===== src/rtl/spi_pkg.sv =====
// Shared types and constants for the SPI serial-clock generator.
// FSM encoding, SPI mode codes and default widths.
package spi_pkg;

  typedef enum logic [1:0] {
    IDLE   = 2'd0,
    ACTIVE = 2'd1,
    HOLD   = 2'd2
  } state_e;

  // {cpol, cpha}
  localparam logic [1:0] MODE0 = 2'b00;
  localparam logic [1:0] MODE1 = 2'b01;
  localparam logic [1:0] MODE2 = 2'b10;
  localparam logic [1:0] MODE3 = 2'b11;

  localparam int DIV_W_DEF = 8;
  localparam int LEN_W_DEF = 6;

  // Modes 0 and 2 sample on the leading edge, modes 1 and 3 shift on it.
  function automatic logic samp_lead(input logic [1:0] mode);
    return (mode == MODE0) || (mode == MODE2);
  endfunction

endpackage


===== src/rtl/spi_half_period_cnt.sv =====
// Half-period counter: counts 0..term_i, pulses wrap_o on the terminal
// count and restarts from zero. Shared by the clocking and hold phases.
module spi_half_period_cnt #(
  parameter int DIV_W = 8
) (
  input  logic             clk_i,
  input  logic             rst_ni,
  input  logic             clr_i,
  input  logic             en_i,
  input  logic [DIV_W-1:0] term_i,
  output logic             wrap_o
);

  logic [DIV_W-1:0] cnt_q, cnt_d;

  assign wrap_o = en_i && (cnt_q == term_i);

  // Next count: clear wins, otherwise advance or wrap when enabled.
  always_comb begin
    cnt_d = cnt_q;
    if (clr_i) begin
      cnt_d = '0;
    end else if (en_i) begin
      cnt_d = wrap_o ? '0 : cnt_q + 1'b1;
    end
  end

  // Counter register.
  always_ff @(posedge clk_i or negedge rst_ni) begin
    if (!rst_ni) cnt_q <= '0;
    else         cnt_q <= cnt_d;
  end

endmodule


===== src/rtl/spi_clk_gen.sv =====
// SPI master serial-clock generator with divider, CPOL/CPHA modes,
// frame-length edge counting and chip-select abort.
module spi_clk_gen
  import spi_pkg::*;
#(
  parameter int DIV_W = DIV_W_DEF,
  parameter int LEN_W = LEN_W_DEF
) (
  input  logic             m_clk,
  input  logic             nrst,
  input  logic             spi_cs,
  input  logic             start,
  input  logic [DIV_W-1:0] div,
  input  logic [LEN_W-1:0] frame_len,
  input  logic             cpol,
  input  logic             cpha,
  output logic             spi_clk,
  output logic             sample_stb,
  output logic             shift_stb,
  output logic             busy,
  output logic             done
);

  state_e           state_q, state_d;
  logic [DIV_W-1:0] div_l_q, div_l_d;
  logic [LEN_W-1:0] len_l_q, len_l_d;
  logic             cpol_l_q, cpol_l_d;
  logic             cpha_l_q, cpha_l_d;
  logic [LEN_W:0]   edge_q, edge_d;
  logic             clk_q, clk_d;
  logic             smp_q, smp_d;
  logic             shf_q, shf_d;
  logic             done_q, done_d;
  logic             settle_q, settle_d;
  logic             cnt_clr, cnt_en, wrap;

  spi_half_period_cnt #(
    .DIV_W (DIV_W)
  ) u_hp_cnt (
    .clk_i  (m_clk),
    .rst_ni (nrst),
    .clr_i  (cnt_clr),
    .en_i   (cnt_en),
    .term_i (div_l_q),
    .wrap_o (wrap)
  );

  // Next-state, edge generation and strobe decode.
  always_comb begin
    state_d  = state_q;
    div_l_d  = div_l_q;
    len_l_d  = len_l_q;
    cpol_l_d = cpol_l_q;
    cpha_l_d = cpha_l_q;
    edge_d   = edge_q;
    clk_d    = clk_q;
    smp_d    = 1'b0;
    shf_d    = 1'b0;
    done_d   = 1'b0;
    settle_d = 1'b0;
    cnt_clr  = 1'b0;
    cnt_en   = 1'b0;
    unique case (state_q)
      IDLE: begin
        clk_d   = cpol;
        cnt_clr = 1'b1;
        if (start && !spi_cs) begin
          div_l_d  = div;
          len_l_d  = frame_len;
          cpol_l_d = cpol;
          cpha_l_d = cpha;
          edge_d   = '0;
          state_d  = ACTIVE;
        end
      end
      ACTIVE: begin
        if (spi_cs) begin
          state_d = IDLE;
          clk_d   = cpol;
          cnt_clr = 1'b1;
        end else begin
          cnt_en = 1'b1;
          if (wrap) begin
            if (len_l_q == '0) begin
              state_d  = HOLD;
              settle_d = 1'b1;
            end else begin
              edge_d = edge_q + 1'b1;
              clk_d  = ~clk_q;
              smp_d  = (edge_d[0] ==
                        samp_lead({cpol_l_q, cpha_l_q}));
              shf_d  = ~smp_d;
              if (edge_d == {len_l_q, 1'b0}) begin
                state_d  = HOLD;
                settle_d = 1'b1;
              end
            end
          end
        end
      end
      HOLD: begin
        if (spi_cs) begin
          state_d = IDLE;
          clk_d   = cpol;
          cnt_clr = 1'b1;
        end else begin
          // One settle cycle after the last edge, then a half-period.
          cnt_en = ~settle_q;
          if (wrap) begin
            state_d = IDLE;
            done_d  = 1'b1;
            clk_d   = cpol_l_q;
          end
        end
      end
      default: begin
        state_d = IDLE;
      end
    endcase
  end

  // State, latched frame parameters and registered outputs.
  always_ff @(posedge m_clk or negedge nrst) begin
    if (!nrst) begin
      state_q  <= IDLE;
      div_l_q  <= '0;
      len_l_q  <= '0;
      cpol_l_q <= 1'b0;
      cpha_l_q <= 1'b0;
      edge_q   <= '0;
      clk_q    <= 1'b0;
      smp_q    <= 1'b0;
      shf_q    <= 1'b0;
      done_q   <= 1'b0;
      settle_q <= 1'b0;
    end else begin
      state_q  <= state_d;
      div_l_q  <= div_l_d;
      len_l_q  <= len_l_d;
      cpol_l_q <= cpol_l_d;
      cpha_l_q <= cpha_l_d;
      edge_q   <= edge_d;
      clk_q    <= clk_d;
      smp_q    <= smp_d;
      shf_q    <= shf_d;
      done_q   <= done_d;
      settle_q <= settle_d;
    end
  end

  assign spi_clk    = clk_q;
  assign sample_stb = smp_q;
  assign shift_stb  = shf_q;
  assign done       = done_q;
  assign busy       = (state_q != IDLE);

endmodule

===== config.mk =====
export PLATFORM = sky130hd
export DESIGN_NAME = spi_clk_gen
export DESIGN_NICKNAME = d
export VERILOG_FILES = /design/src/rtl/spi_pkg.sv /design/src/rtl/spi_half_period_cnt.sv /design/src/rtl/spi_clk_gen.sv
export SDC_FILE = /design/constraint.sdc
export NUM_CORES = 1
export LEC_CHECK = 0
export CORE_UTILIZATION = 55
export DETAILED_ROUTE_END_ITERATION = 8
export PLACE_DENSITY = 0.75
export SLEW_MARGIN = 20
export SYNTH_ARGS = -nofsm -noshare
export SYNTH_HDL_FRONTEND = slang
export SYNTH_SLANG_ARGS = --single-unit
export TNS_END_PERCENT = 5

===== constraint.sdc =====
create_clock -name m_clk -period 2.4 [get_ports m_clk]
set_input_delay 0.72 -clock m_clk [delete_from_list [all_inputs] [get_ports m_clk]]
set_output_delay 0.72 -clock m_clk [all_outputs]
set_load 0.02 [all_outputs]

# Yosys cells after proc, flatten, opt, wreduce, memory -nomap -nowiden
# Cells that the tools add are included.
# totals
out_inout_bits	5
register_bits	38
wordCells	90
# op_classes
add_sub_neg	2
n_mux	43
bitwise	3
n_reduce_logical	16
n_eq_ne	14
# ops
op	n
two-way mux 7 bit	4
two-way mux 1 bit	24
two-way mux 8 bit	3
two-way mux 2 bit	7
one-hot mux 7 bit (2 select lines)	1
adder 8 x 1 -> 8 bit, second input constant	1
== test 8 bit	1
AND reduction 4 bit	2
adder 7 x 1 -> 7 bit, second input constant	1
== test 7 bit	1
zero test 6 bit	1
!= test 2 bit, second input constant	3
!= test 3 x 2 -> 1 bit, second input constant	2
one-hot mux 2 bit (3 select lines)	1
nonzero test 2 bit	3
AND reduction 5 bit	1
== test 2 bit, second input constant	2
zero test 2 bit	2
!= test 4 bit, second input constant	1
one-hot mux 1 bit (2 select lines)	2
!= test 3 bit, second input constant	1
inverter 1 bit	3
one-hot mux 1 bit (3 select lines)	1
nonzero test 3 bit	1
other kinds (8)	9

# Longest topological paths before layout
# Gate-level depths: netlist (run 1).
# logic_depth
ltp_word	8
depth_mapped	9

# By module
# From an unflattened synthesis (run 1), not the netlist that was laid out.
# unflattened
hier_cells	206
hier_area_um2	2172.1
# modules_own_cells
module	cells_per_inst	seq_area_each_um2	area_each_um2	instances
spi_clk_gen	155	750.7	1649.1	1
spi_half_period_cnt	51	200.2	523.0	1

# Worst setup path before layout (run 1)
# OpenSTA, ideal clock, no wires.
# synth_timing
path_type	reg-to-reg
from	register state_q[0]
to	register cpha_l_q
arrival_ps	1951
required_time_ps	2275
path_stages_with_launch	8
setup_slack_ps	325
synth_period_minus_slack_ps	2075
cell_sequence	dfrtp_1 inv_1 ha_1 inv_1 or3_1 clkbuf_1 buf_1 mux2_2
# synth_via
elab_chain_len	2
# synth_lines
item	line_no	rtl
start: declaration	spi_clk_gen.sv:24	state_e state_q, state_d;
start signal: assignment	spi_clk_gen.sv:137	state_q <= state_d;
zero test 2 bit	spi_clk_gen.sv:63	unique case (state_q)
AND reduction 2 bit (no line)	-	
end signal: assignment	spi_clk_gen.sv:141	cpha_l_q <= cpha_l_d;
end: declaration	spi_clk_gen.sv:28	logic cpha_l_q, cpha_l_d;
# Every way passes these cells.
# A chain may end at the register's enable or synchronous reset.

# Worst setup path in the final report (run 1)
# layout_timing
from	input spi_cs
to	register edge_q[5]
# layout_via
elab_chain_len	5
# layout_lines
item	line_no	rtl
start: declaration	spi_clk_gen.sv:11	input logic spi_cs,
two-way mux 1 bit, on equally long branches	spi_clk_gen.sv:102, spi_clk_gen.sv:77	
one-hot mux 1 bit (2 select lines)	spi_clk_gen.sv:63	
logical AND 1 bit	spi_half_period_cnt.sv:16	assign wrap_o = en_i && (cnt_q == term_i);
!= test 2 x 1 -> 1 bit (no line)	-	
AND reduction 5 bit (no line) *	-	
end signal: assignment	spi_clk_gen.sv:142	edge_q <= edge_d;
end: declaration	spi_clk_gen.sv:29	logic [LEN_W:0] edge_q, edge_d;
# Mark *: on every way between the ends. The rest lies on a longest branch, timed or not.

==> impl_summary.txt, run 1 <==
----------------------------------------------------
[STA]
  Upper clock frequency limit ... 427 MHz
  Number of max-slew violations in the final report ... 0
  Final WS setup ... 56.5 ps
  Slew HR ... 61.5%
  Transition time of the tightest slew-check pin ... 578 ps
  Hold Fails Final Rpt ... 0
  Period minus WS final ... ~2300 ps
  RSZ-0062 raised after global routing ... false
  Final worst-path cycle share ... 97.6%
  Setup-failing EPs final ... 0
  Clock Skew ... about 11 ps

[Hold path]
  Class of the most critical hold timing path ... input port to asynchronous set/reset pin

[Synthesis]
  Average cell area after synthesis ... 10.4 µm²
  Number of storage elements in the synthesis netlist ... 38
  Synth Cell Area ... 2130 µm²
  Post-synthesis net count ... 230
  Proportion of synthesized chip area in sequential cells ... 44.7%
  Proportion of netlist area held by the largest area contributor ... 44.7%
  Cells after synthesis ... 204
  Synth Warn # ... 0
  Biggest area contributors in the synthesized netlist ... sky130_fd_sc_hd__dfrtp_1, sky130_fd_sc_hd__mux2_2, sky130_fd_sc_hd__xnor2_1, sky130_fd_sc_hd__ha_1, sky130_fd_sc_hd__a21oi_1
  Cell with the most instances after synthesis ... sky130_fd_sc_hd__dfrtp_1
  Number of synthesized flops with an enable pin ... 0
  Post-synth top flop ... sky130_fd_sc_hd__dfrtp_1
  Number of distinct library cell variants in the gate-level netlist after synthesis ... 47
  Share of flip-flops with an asynchronous set or reset ... 100%
  Commonest cells in the synthesized netlist ... sky130_fd_sc_hd__dfrtp_1, sky130_fd_sc_hd__mux2_2, sky130_fd_sc_hd__a21oi_1, sky130_fd_sc_hd__o21ai_0, sky130_fd_sc_hd__nor2_1
  Cell taking the most area after synthesis ... sky130_fd_sc_hd__dfrtp_1

[Critical path]
  CP Class ... input port to register
  Arrival time of data at the critical path endpoint ... 2510 ps
  Endpoint class of the critical path ... register
  Buffer and inverter count on the worst path ... 3
  Dominant delay contributor by cell family on the critical path ... buffers and inverters
  Required time of the critical path ... between 2000 and 3000 ps
  CP max FO ... 10
  Cell at the slowest stage of the critical path ... sky130_fd_sc_hd__clkdlybuf4s50_1
  CP Cell Sequence ... clkdlybuf4s50_1, buf_4, nand2b_1, a21oi_2, nor4b_4, buf_4, o21ai_2, o21ai_0, o31ai_1
  Critical Path Start Type ... input port
  Cell seen most often among critical-path stages ... sky130_fd_sc_hd__buf_4
  Largest stage delay on the critical path ... 440 ps

[Power and ir drop]
  Switching power share of the total ... 35.1%
  Int Pwr ... approximately 1.7 mW
  Switch Pwr ... 894 µW
  Combinational share of power ... about two fifths
  Pwr dens ... 961 nW/µm²
  Largest vdd supply drop ... 0.619 mV
  Fraction of power consumed by the clock network ... 21.6%
  Overall power of the completed layout ... 2.55 mW
  Static Leak ... 1.12 nW
  Share of total power in sequential cells ... 38.6%

[Die]
  Die outline area ... 4120 µm²
  Initial Util ... between 50 and 60%
  DIE HEIGHT ... 64.2 µm
  Die extent in x ... 64.2 µm
  I/O Pins ... 25
  Total number of placement rows ... 22
  Placeable core area ... 3690 µm²

[Routing]
  Total vias in the final route ... ~1700
  WL/cell ... 15.9 µm
  Number of remaining DRC errors ... 0
  Drt pass-1 iters ... 4
  Avg Vias per Cell ... 5.81
  First-iteration detailed-routing DRC count ... ~140
  Final Routed Wirelength ... approximately 4.7 mm
  Number of nets with antenna violations after detailed routing ... 0

[Clock tree]
  TritonCTS Buffers ... 5
  Clock root cell ... sky130_fd_sc_hd__clkbuf_8
  Setup repair bufs after CTS ... 0
  Clock tree from TritonCTS ... built
  Bufs on Longest Clock Path ... 2
  Number of clock sinks ... 38
  Htree depth ... 2
  Clock slew at the register clock pins of the worst setup and hold paths ... 80 ps
  Clock insertion delay at the later pin of the skew report ... 300 ps

[Global route]
  GRT Resource Usage Total ... 25.8%
  Maximum number of pins on one net before global-route repair ... 25
  Residual overflow from global routing ... 0
  Antenna violations before repair ... 0
  Vias in the first global route ... 1744
  Global-route wire length before repair ... 8.07 mm

[Layout]
  Area growth from synthesis to layout ... 24.6%
  Proportion of layout cells with a drive suffix above 1 ... 22.3%
  Antenna cell count ... 0
  Net count of the finished layout ... approximately 270

[Place]
  Worst slack at placement ... -242 ps
  DPL Wire Length ... 3.52 mm
  PortBufs ... 24
  GP Congestion ... around 0.87

[Outcome]
  Outcome ... completed

[Run]
  Max-cap check violation count ... 0

----------------------------------------------------
## power by group through the flow
stage / Clock, mW / Combinational, mW / Sequential [mW]
finish: 0.551 / 1.02 / 0.983
global route: 0.579 / 1.11 / 1.01
CTS: 0.559 / 1.01 / 0.984
detailed placement: 0 / 1.01 / 0.996
global placement: 0 / 0.977 / 0.979
floorplan: 0 / 0.696 / 0.956
## sequential cells by signal, indices dropped and copies added (netlist names), 2 cells and up
signal	flops
len_l_q	6
u_hp_cnt.cnt_q	8
state_q	2
div_l_q	8
edge_q	7
## worst paths after layout
kind,startpoint,to,slack [ps],depth (start not counted)
worst max-delay path,spi_cs,edge_q[5]$_DFFE_PN0P_,60,9
worst min-delay path,nrst,len_l_q[0]$_DFFE_PN0P_,420,1
worst max register to register,state_q[1]$_DFFE_PN0P_,edge_q[5]$_DFFE_PN0P_,100,10
worst min register to register,edge_q[6]$_DFFE_PN0P_,edge_q[6]$_DFFE_PN0P_,500,1
max in group asynchronous,nrst,len_l_q[5]$_DFFE_PN0P_,1420,2
min in group m_clk,edge_q[6]$_DFFE_PN0P_,edge_q[6]$_DFFE_PN0P_,500,1
## metal layers
| metal | vias up | track usage [%] | part of all wire (%) |
|---|---|---|---|
| met4 | 0 | 10.3 | 1.4 |
| met3 | 8 | 5.36 | 4.4 |
| met2 | 53 | 42.6 | 48 |
| met5 | - | 0 | 0 |
| li1 | 826 | - | - |
| met1 | 826 | 33.2 | 46 |
## through the flow
step	util [%]	hold slack (ps)	instance area (µm²)	setup TNS (ps)	instances
finish	71.9	415	2650	0	295
global route	71.9	446	2650	0	295
CTS	71.8	428	2650	0	295
detailed placement	68.8	490	2540	-2050	287
global placement	68.8	472	2540	-744	287
floorplan	-	424	2130	0	204
## kinds of logic after synthesis
group                    share of synthesized area, %
AND/OR/NAND/NOR                                  18.2
AO/OA/AOI/OAI                                    14.9
flip-flops                                       44.7
multiplexers                                     10.9
XOR/XNOR                                         5.76
buffers and inverters                            2.12
adder cells (fa/ha/maj)                          3.53
## cells in the final DEF, fill, tap and decap left out, drive strengths merged, types with 2 or more instances in the layout
cell type | Yosys | layout
o31ai | 4 | 4
nand2b | 3 | 3
nor2b | 3 | 3
ha | 6 | 6
xor2 | 2 | 2
nand3 | 5 | 5
nor4b | 2 | 2
nand3b | 5 | 5
buf | 2 | 18
clkinvlp | 0 | 2
mux2 | 17 | 17
and3 | 6 | 6
dfrtp | 38 | 38
nand4 | 3 | 3
mux2i | 4 | 4
nor3 | 3 | 3
nand2 | 10 | 10
xnor2 | 12 | 12
clkbuf | 4 | 5
o21ai | 18 | 18
nor3b | 3 | 3
clkdlybuf4s50 | 0 | 22
and2 | 4 | 4
nor2 | 14 | 14
a21oi | 16 | 16
a22o | 4 | 4
inv | 5 | 5
## cell type report
| type | count | area, µm² |
|---|---|---|
| clock buffers | 5 | 68.8 |
| clock inverters | 3 | 45.0 |
| fillers | 279 | 1040 |
| inverters | 5 | 18.8 |
| multi-input cells | 155 | 1130 |
| flip-flops and latches | 38 | 951 |
| well taps | 48 | 60.1 |
| repair buffers | 41 | 374 |
## what timing repair did
item	CTS	global route
resized for setup	1	2
endpoints found under the setup margin	1	8
hold buffers	0	0
pin swaps	0	1
(Power assumes the default switching activity.)
==> run 2, diff against run 1 <==
--- a/config.mk
+++ b/config.mk
@@ -5,7 +5,9 @@
 export SDC_FILE = /design/constraint.sdc
 export NUM_CORES = 1
 export LEC_CHECK = 0
-export CORE_UTILIZATION = 55
+export CELL_PAD_IN_SITES_DETAIL_PLACEMENT = 1
+export CELL_PAD_IN_SITES_GLOBAL_PLACEMENT = 2
+export CORE_UTILIZATION = 36
 export DETAILED_ROUTE_END_ITERATION = 8
 export PLACE_DENSITY = 0.75
 export SLEW_MARGIN = 20
==> impl_summary.txt, run 2 (same netlist as run 1, synthesis figures left out) <==
----------------------------------------------------
[Layout]
  Most common cell after layout, fill and taps aside ... sky130_fd_sc_hd__dfrtp_1
  Antenna cell count ... 0
  Net count of the finished layout ... 271
  Non-Filler Cell Area, Final ... about 2700 µm²
  Commonest cells after routing, fill and taps aside ... sky130_fd_sc_hd__dfrtp_1, sky130_fd_sc_hd__clkdlybuf4s50_1, sky130_fd_sc_hd__mux2_2
  Proportion of layout cells with a drive suffix above 1 ... about 22%
  Utilization after layout ... 47.5%
  Largest registers ... div_l_q: 8 flops, u_hp_cnt.cnt_q: 8 flops, edge_q: 7 flops
  Area growth from synthesis to layout ... 25.3%

[STA]
  Final WS setup ... 114 ps
  Transition time of the tightest slew-check pin ... approximately 660 ps
  Final total negative setup slack ... 0 ps
  Clock Skew ... roughly 8.4 ps
  Period minus WS final ... 2290 ps
  Hold Fails Final Rpt ... 0
  Hold Slack ... 464 ps
  Slew HR ... 55.8%
  Number of max-slew violations in the final report ... 0
  Upper clock frequency limit ... 437 MHz
  RSZ-0062 raised after global routing ... true
  Setup-failing EPs final ... 0
  Final worst-path cycle share ... a little over nine tenths

[Routing]
  Avg Vias per Cell ... between 5 and 6
  Final Routed Wirelength ... 5.27 mm
  Total vias in the final route ... 1755
  WL/cell ... ~17 µm
  Number of nets with antenna violations after detailed routing ... 0
  First-iteration detailed-routing DRC count ... 76
  Number of remaining DRC errors ... 0
  Drt pass-1 iters ... 4

[Hold path]
  Class of the most critical hold timing path ... input port to asynchronous set/reset pin

[Power and ir drop]
  Static Leak ... roughly 1.1 nW
  Largest vdd supply drop ... 0.405 mV
  Pwr dens ... 943 nW/µm²

[Die]
  DIE HEIGHT ... 78.9 µm
  I/O Pins ... 25
  Total number of placement rows ... 27
  Initial Util ... 38.0%
  Die outline area ... 6220 µm²
  Placeable core area ... 5610 µm²
  Die extent in x ... ~79 µm

[Clock tree]
  Clock tree from TritonCTS ... built
  Hold buffer count at CTS ... 0
  Bufs on Longest Clock Path ... 2
  Clock slew at the register clock pins of the worst setup and hold paths ... 80 ps
  Number of clock sinks ... 38
  Htree depth ... 2
  Clock insertion delay at the later pin of the skew report ... 290 ps
  Clock root cell ... sky130_fd_sc_hd__clkbuf_8
  TritonCTS Buffers ... 5

[Critical path]
  Cell at the slowest stage of the critical path ... sky130_fd_sc_hd__clkdlybuf4s50_1
  Arrival time of data at the critical path endpoint ... around 2500 ps
  Worst reg2reg path depth ... 10
  Largest stage delay on the critical path ... 460 ps
  CP Cell Sequence ... clkdlybuf4s50_1, buf_4, nand2b_1, a21oi_2, nor4b_4, buf_6, and2_1, a22o_1, a22o_1
  CP max FO ... 10
  CP Class ... input port to register
  Endpoint class of the critical path ... register
  Cell seen most often among critical-path stages ... sky130_fd_sc_hd__a22o_1
  Critical Path Start Type ... input port
  Required time of the critical path ... 2630 ps

[Place]
  GP Congestion ... about 0.8
  DPL Wire Length ... 3.97 mm
  Total cell area at the placement stage ... 2560 µm²
  PortBufs ... 24
  Worst slack at placement ... -274 ps

[Global route]
  Global-route wire length before repair ... 9.11 mm
  Maximum number of pins on one net before global-route repair ... 39
  GRT Resource Usage Total ... 19.2%
  Vias in the first global route ... 1869
  Antenna violations before repair ... 0
  Residual overflow from global routing ... 0

[Run]
  Max-cap check violation count ... 0

[Outcome]
  Outcome ... completed

----------------------------------------------------
run 2: cell types whose count changed in the layout (fill, tap and decap cells not counted), sizes merged:
cell	delta
clkbuf	+2
buf	-1
clkinv	+1
bufinv	-1
clkinvlp	-2
run 2: worst max-delay path, delay by kind of cell:
family | cells | cell delay, ps
AO/OA/AOI/OAI | 3 | 400
buffers and inverters | 3 | 820
AND/OR/NAND/NOR | 3 | 580
run 2: what timing repair did:
| item | in CTS | in global routing |
|---|---|---|
| setup buffers | 0 | 0 |
| endpoints found under the setup margin | 1 | 9 |
| pin swaps | 0 | 1 |
| endpoints found under the hold margin | 0 | 0 |
| resized for setup | 1 | 7 |
run 2: layout make-up:
class	instances	area, µm²
fill	635	2940
multi-input combinational	155	1140
sequential	38	951
timing repair buffer	40	370
tap	72	90.1
clock buffer	7	86.3
inverter	5	18.8
clock inverter	1	5.00
run 2: stage by stage:
step           power (mW)  std cells
6_report             2.51        318
5_1_grt              2.69        318
4_1_cts              2.52        318
3_5_place_dp         2.06        310
3_3_place_gp         2.01        310
2_1_floorplan        1.65        204
run 2: per-layer routing:
layer  routed length (µm)  global-route usage, %  up-vias
met3                  209                   4.14        5
met4                   57                   4.91        0
met1                 2330                   23.3      887
met5                    0                      0        -
li1                     -                      -      824
met2                 2670                   34.3       39
run 2: where the power goes:
group / total (mW) / leakage [nW] / internal, mW / switching (mW)
Combinational: 1.07 / 0.573 / 0.549 / 0.522
Clock: 0.465 / 0.0482 / 0.232 / 0.232
Sequential: 0.978 / 0.490 / 0.815 / 0.164
Total: 2.51 / 1.11 / 1.60 / 0.918
run 2: final timing paths:
path	to	slack (ps)	from
worst max-delay path	edge_q[1]$_DFFE_PN0P_	110	spi_cs
worst min-delay path	edge_q[2]$_DFFE_PN0P_	460	nrst
worst max register to register	edge_q[1]$_DFFE_PN0P_	190	state_q[0]$_DFFE_PN0P_
worst min register to register	edge_q[6]$_DFFE_PN0P_	510	edge_q[6]$_DFFE_PN0P_
max in group asynchronous	u_hp_cnt.cnt_q[7]$_DFFE_PN0P_	1580	nrst
min in group m_clk	edge_q[6]$_DFFE_PN0P_	510	edge_q[6]$_DFFE_PN0P_
==> RTL change 1 (flow settings as in run 1) <==
The package constant `LEN_W_DEF` goes from 6 to 3.
--- a/src/rtl/spi_pkg.sv
+++ b/src/rtl/spi_pkg.sv
@@ -15,7 +15,7 @@
   localparam logic [1:0] MODE3 = 2'b11;
 
   localparam int DIV_W_DEF = 8;
-  localparam int LEN_W_DEF = 6;
+  localparam int LEN_W_DEF = 3;
 
   // Modes 0 and 2 sample on the leading edge, modes 1 and 3 shift on it.
   function automatic logic samp_lead(input logic [1:0] mode);
Interface: changed (resized frame_len); port bits go from 25 to 22. The function was not compared with the original's and may differ.
==> RTL change 1 against run 1 <==
- largest cell class unchanged
- final area fell by 15%
- total power increased by 4.8%
- routed wire length is 22% lower
- register-to-register slack better by 0.14 ns
- non-clock buffer count is 8 lower
- critical path depth is 5 lower
- area after synthesis is 15% lower
- clock power is 26% lower
- sequential share of layout area down 0.21 points
- sequential cell count shrank 6
- largest power group unchanged
- worst setup slack improved by 0.087 ns
- critical path type is now register to output pin
==> RTL change 1: results (changes against run 1) <==
cts:
  clk_pin_slew_ns: 0.10  # +0.02 ns
  clkLatencyLatePin_ns: 0.34  # +0.04 ns
  cts_root_buf: "clkbuf_4"
grt:
  grt_pass1_wl_um: 6270  # -22%
  grtUsageTotal: 0.246  # -0.0126
  grt.met2_usage: 0.401  # -0.0242
  grtUsageMet1: 0.299  # -0.0333
  grt_pass1_vias: 1435  # -18%
  grt_max_degree: 33  # +32%
  grtUsageMet3: 0.0590  # +0.00538
routing:
  drtIter0Drc: 42  # -70%
  wl_met2_um: 1800  # -21%
  met3_length_um: 153  # -26%
  routed_wl_um: 3680  # -22%
  via_per_inst: 5.57  # -4.1%
  drt-met1-wl_um: 1640  # -24%
setup_path:
  worstPathArrival_ns: 1.54  # -0.97 ns
  critPathSlowestCell: "dfrtp_1"
  r2r_slack_ns: 0.24  # +0.14 ns
  rr_endpoint: "spi_clk"
  cp_slowest_stage_delay_ns: 0.42  # -0.02 ns
  critical_path.max_fanout: 7  # -3
  r2r_cells: 7  # -3
  reg2reg_from: "state_q[0]"
finish:
  nets: 230  # -15%
  top_regs: "div_l_q x8, u_hp_cnt.cnt_q x8, edge_q x4"
  drive_gt1_frac: 0.226  # +0.00329
  instances_no_fill: 252  # -15%
  regArea_um2: 801  # -16%
  fillers: 242  # -13%
yosys:
  synth_fa_ha_area_frac: 0.0414  # +0.00616
  synth_compound_area_frac: 0.137  # -0.0113
  muxShareOfSynthArea: 0.105  # -0.00379
  synth_common_cells: "dfrtp_1, mux2_2, nand2_1"
  synthTopCellsByArea: "dfrtp_1, mux2_2, xnor2_1"
  syn-num-nets: 193  # -16%
  ys_seq_area_frac: 0.442  # -0.00481
  synth_cells: 170  # -17%
  synthXorXnorAreaFrac: 0.0677  # +0.0101
place:
  port_buffers: 21  # -13%
  post-dp-hpwl_um: 2750  # -22%
  post-place-ws_ns: -0.131  # +0.110 ns
  place_inst: 244  # -15%
  place.gp.congestion: 0.864  # -0.75%
pwr:
  total_power_mw: 2.67  # +4.8%
  ir_drop_uv: 693  # +12%
  combPwrFrac: 0.519  # +0.121
  swShare: 0.389  # +0.0381
  clkPwrFrac: 0.153  # -0.063
timing:
  finalCritPeriodShare: 0.940  # -0.0363
  clock-skew-final_ns: 0.0142  # +0.00345 ns
run_status:
  status: "completed"
min_path:
  hold_path_class: "register to register"
## RTL change 1: cell count changes after synthesis, sizes merged, moves of 4 or more
cell and change:
a21oi -10, o21ai -7, nor2 -8, dfrtp -6, inv +5, and3 -4
nand3b -5
## RTL change 1: layout make-up
cell class	instances	area share
clock buffers	5	0.0167
clock inverters	3	0.0189
inverters	10	0.0167
multi-input cells	125	0.428
flip-flops and latches	32	0.356
well taps	44	0.0245
repair buffers	33	0.139
## RTL change 1: worst max-delay path by stage
| stage | startpoint | endpoint | cells past startpoint |
|---|---|---|---|
| after detailed placement | spi_cs | u_hp_cnt.cnt_q[0] | 7 |
| final | state_q[0] | busy | 4 |
| after CTS | state_q[0] | busy | 4 |
| after global routing | state_q[0] | busy | 4 |
| after global placement | spi_cs | u_hp_cnt.cnt_q[0] | 6 |
| after floorplan | state_q[0] | u_hp_cnt.cnt_q[0] | 7 |
## RTL change 1: timing repair
action | CTS | global route
resized for setup | 1 | 1
cloned | 0 | 0
endpoints found under the setup margin | 1 | 1
pin swaps | 0 | 0
==> RTL change 2 (flow settings as in run 1) <==
Without the edit above. Re-encode `state_e` (3 states) as one-hot, 3 bits wide.
--- a/src/rtl/spi_pkg.sv
+++ b/src/rtl/spi_pkg.sv
@@ -2,10 +2,10 @@
 // FSM encoding, SPI mode codes and default widths.
 package spi_pkg;
 
-  typedef enum logic [1:0] {
-    IDLE   = 2'd0,
-    ACTIVE = 2'd1,
-    HOLD   = 2'd2
+  typedef enum logic [2:0] {
+    IDLE   = 3'b001,
+    ACTIVE = 3'b010,
+    HOLD   = 3'b100
   } state_e;
 
   // {cpol, cpha}
Function: no difference found for any inputs over 10 cycles, from zero or initial values and one cycle with nrst low; not proved beyond that.
==> RTL change 2 against run 1 <==
- final area rose by 6.6%
- area after synthesis increased by 6.8%
- clock skew grew 0.0047 ns
- register-to-register slack better by 0.07 ns
- sequential cell count grew 1
- via count up 19%
- worst setup slack better by 0.11 ns
- synthesized cell count is 28% higher
- routed wire length rose by 12%
- cell count increased by 19%
Power is not compared: it rests on default switching activity, and its combinational part moved more than twofold at a synthesized area within 25%.
==> RTL change 2: results (changes against run 1) <==
setup_path:
  r2r_slack_ns: 0.17  # +0.07 ns
  worstPathArrival_ns: 2.41  # -0.10 ns
  cp_slowest_stage_delay_ns: 0.50  # +0.06 ns
  critical_path.max_fanout: 7  # -3
  critPathSlowestCell: "or4_1"
  startpoint: "edge_q[0]"
  path_delay_family: "simple AND/OR/NAND/NOR gates"
  rr_endpoint: "state_q[1]"
run_status:
  status: "completed"
grt:
  grt_pass1_vias: 2004  # +15%
  grtUsageTotal: 0.274  # +0.0159
  grt_max_degree: 21  # -16%
  grt_pass1_wl_um: 9070  # +12%
place:
  place_area_um2: 2700  # +6.3%
  post-dp-hpwl_um: 3850  # +9.4%
  place.gp.congestion: 0.877  # +0.74%
routing:
  drtIter0Drc: 165  # +19%
  detail_route.wl_per_cell_um: 15.0  # -5.7%
  via_per_inst: 5.85  # +0.67%
  dr.pass1.iters: 6  # +2
cts:
  cts_resized: 0  # -1
timing:
  tightestPinTransition_ns: 0.580  # +0.00222 ns
  clock-skew-final_ns: 0.0155  # +0.00472 ns
yosys:
  synth_fa_ha_area_frac: 0.0110  # -0.0243
  synth_common_cells: "nand2_1, dfrtp_1, nand4_1, nor2_1, xnor2_1"
  synthXorXnorAreaFrac: 0.0809  # +0.0233
  synth_compound_area_frac: 0.106  # -0.0425
  muxShareOfSynthArea: 0.00936  # -0.0994
  yosysUniqueCellTypes: 48  # +2.1%
  ys_seq_area_frac: 0.430  # -0.0170
  syn-num-nets: 284  # +23%
finish:
  drive_gt1_frac: 0.127  # -0.0960
  nets: 321  # +18%
[RTL change 2: logic make-up after synthesis]
kind of cell / Yosys count
and+or+nand+nor: 141
DFF: 39
AOI/OAI and AO/OA: 38
xor gates and xnor gates: 21
buffers and inverters: 19
muxes: 2
adders and majority gates: 2
[RTL change 2: worst reg2reg max path, delay by kind of cell (launching register included)]
kind                     cells  cell delay [ns]
flip-flops                   1             0.40
adder cells (fa/ha/maj)      1             0.30
AND/OR/NAND/NOR              3             1.09
AO/OA/AOI/OAI                2             0.32
[RTL change 2: through the flow]
stage	setup TNS (ns)	setup WS [ns]	instances	hold WS, ns	util
floorplan	0	0.135	262	0.424	-
global placement	-2.21	-0.216	342	0.471	0.679
detailed placement	-2.77	-0.247	342	0.486	0.679
CTS	0	0.0300	350	0.385	0.709
global route	0	0.0400	350	0.408	0.712
finish	0	0.166	350	0.379	0.712
[RTL change 2: metal layers]
| metal | track usage | wire, um | vias to the layer above |
|---|---|---|---|
| met2 | 0.446 | 2510 | 38 |
| met1 | 0.362 | 2530 | 999 |
| met3 | 0.0397 | 141 | 7 |
| met4 | 0.114 | 75 | 0 |
| li1 | - | - | 1002 |
| met5 | 0 | 0 | - |
[RTL change 2: report_power, final]
part	total, mW	switching [mW]	internal, mW
logic	0.377	0.199	0.178
clock network	0.570	0.234	0.337
registers	0.786	0.0620	0.724
total	1.73	0.495	1.24
[RTL change 2: final cells by class]
cell class                      count  area [um^2]  area share
Sequential cell                    39          977       0.346
Multi-Input combinational cell    204         1220       0.432
Inverter                            5         18.8     0.00664
Clock buffer                        6         82.6      0.0292
Clock inverter                      2         35.0      0.0124
Tap cell                           50         62.6      0.0221
Timing Repair Buffer               44          428       0.151
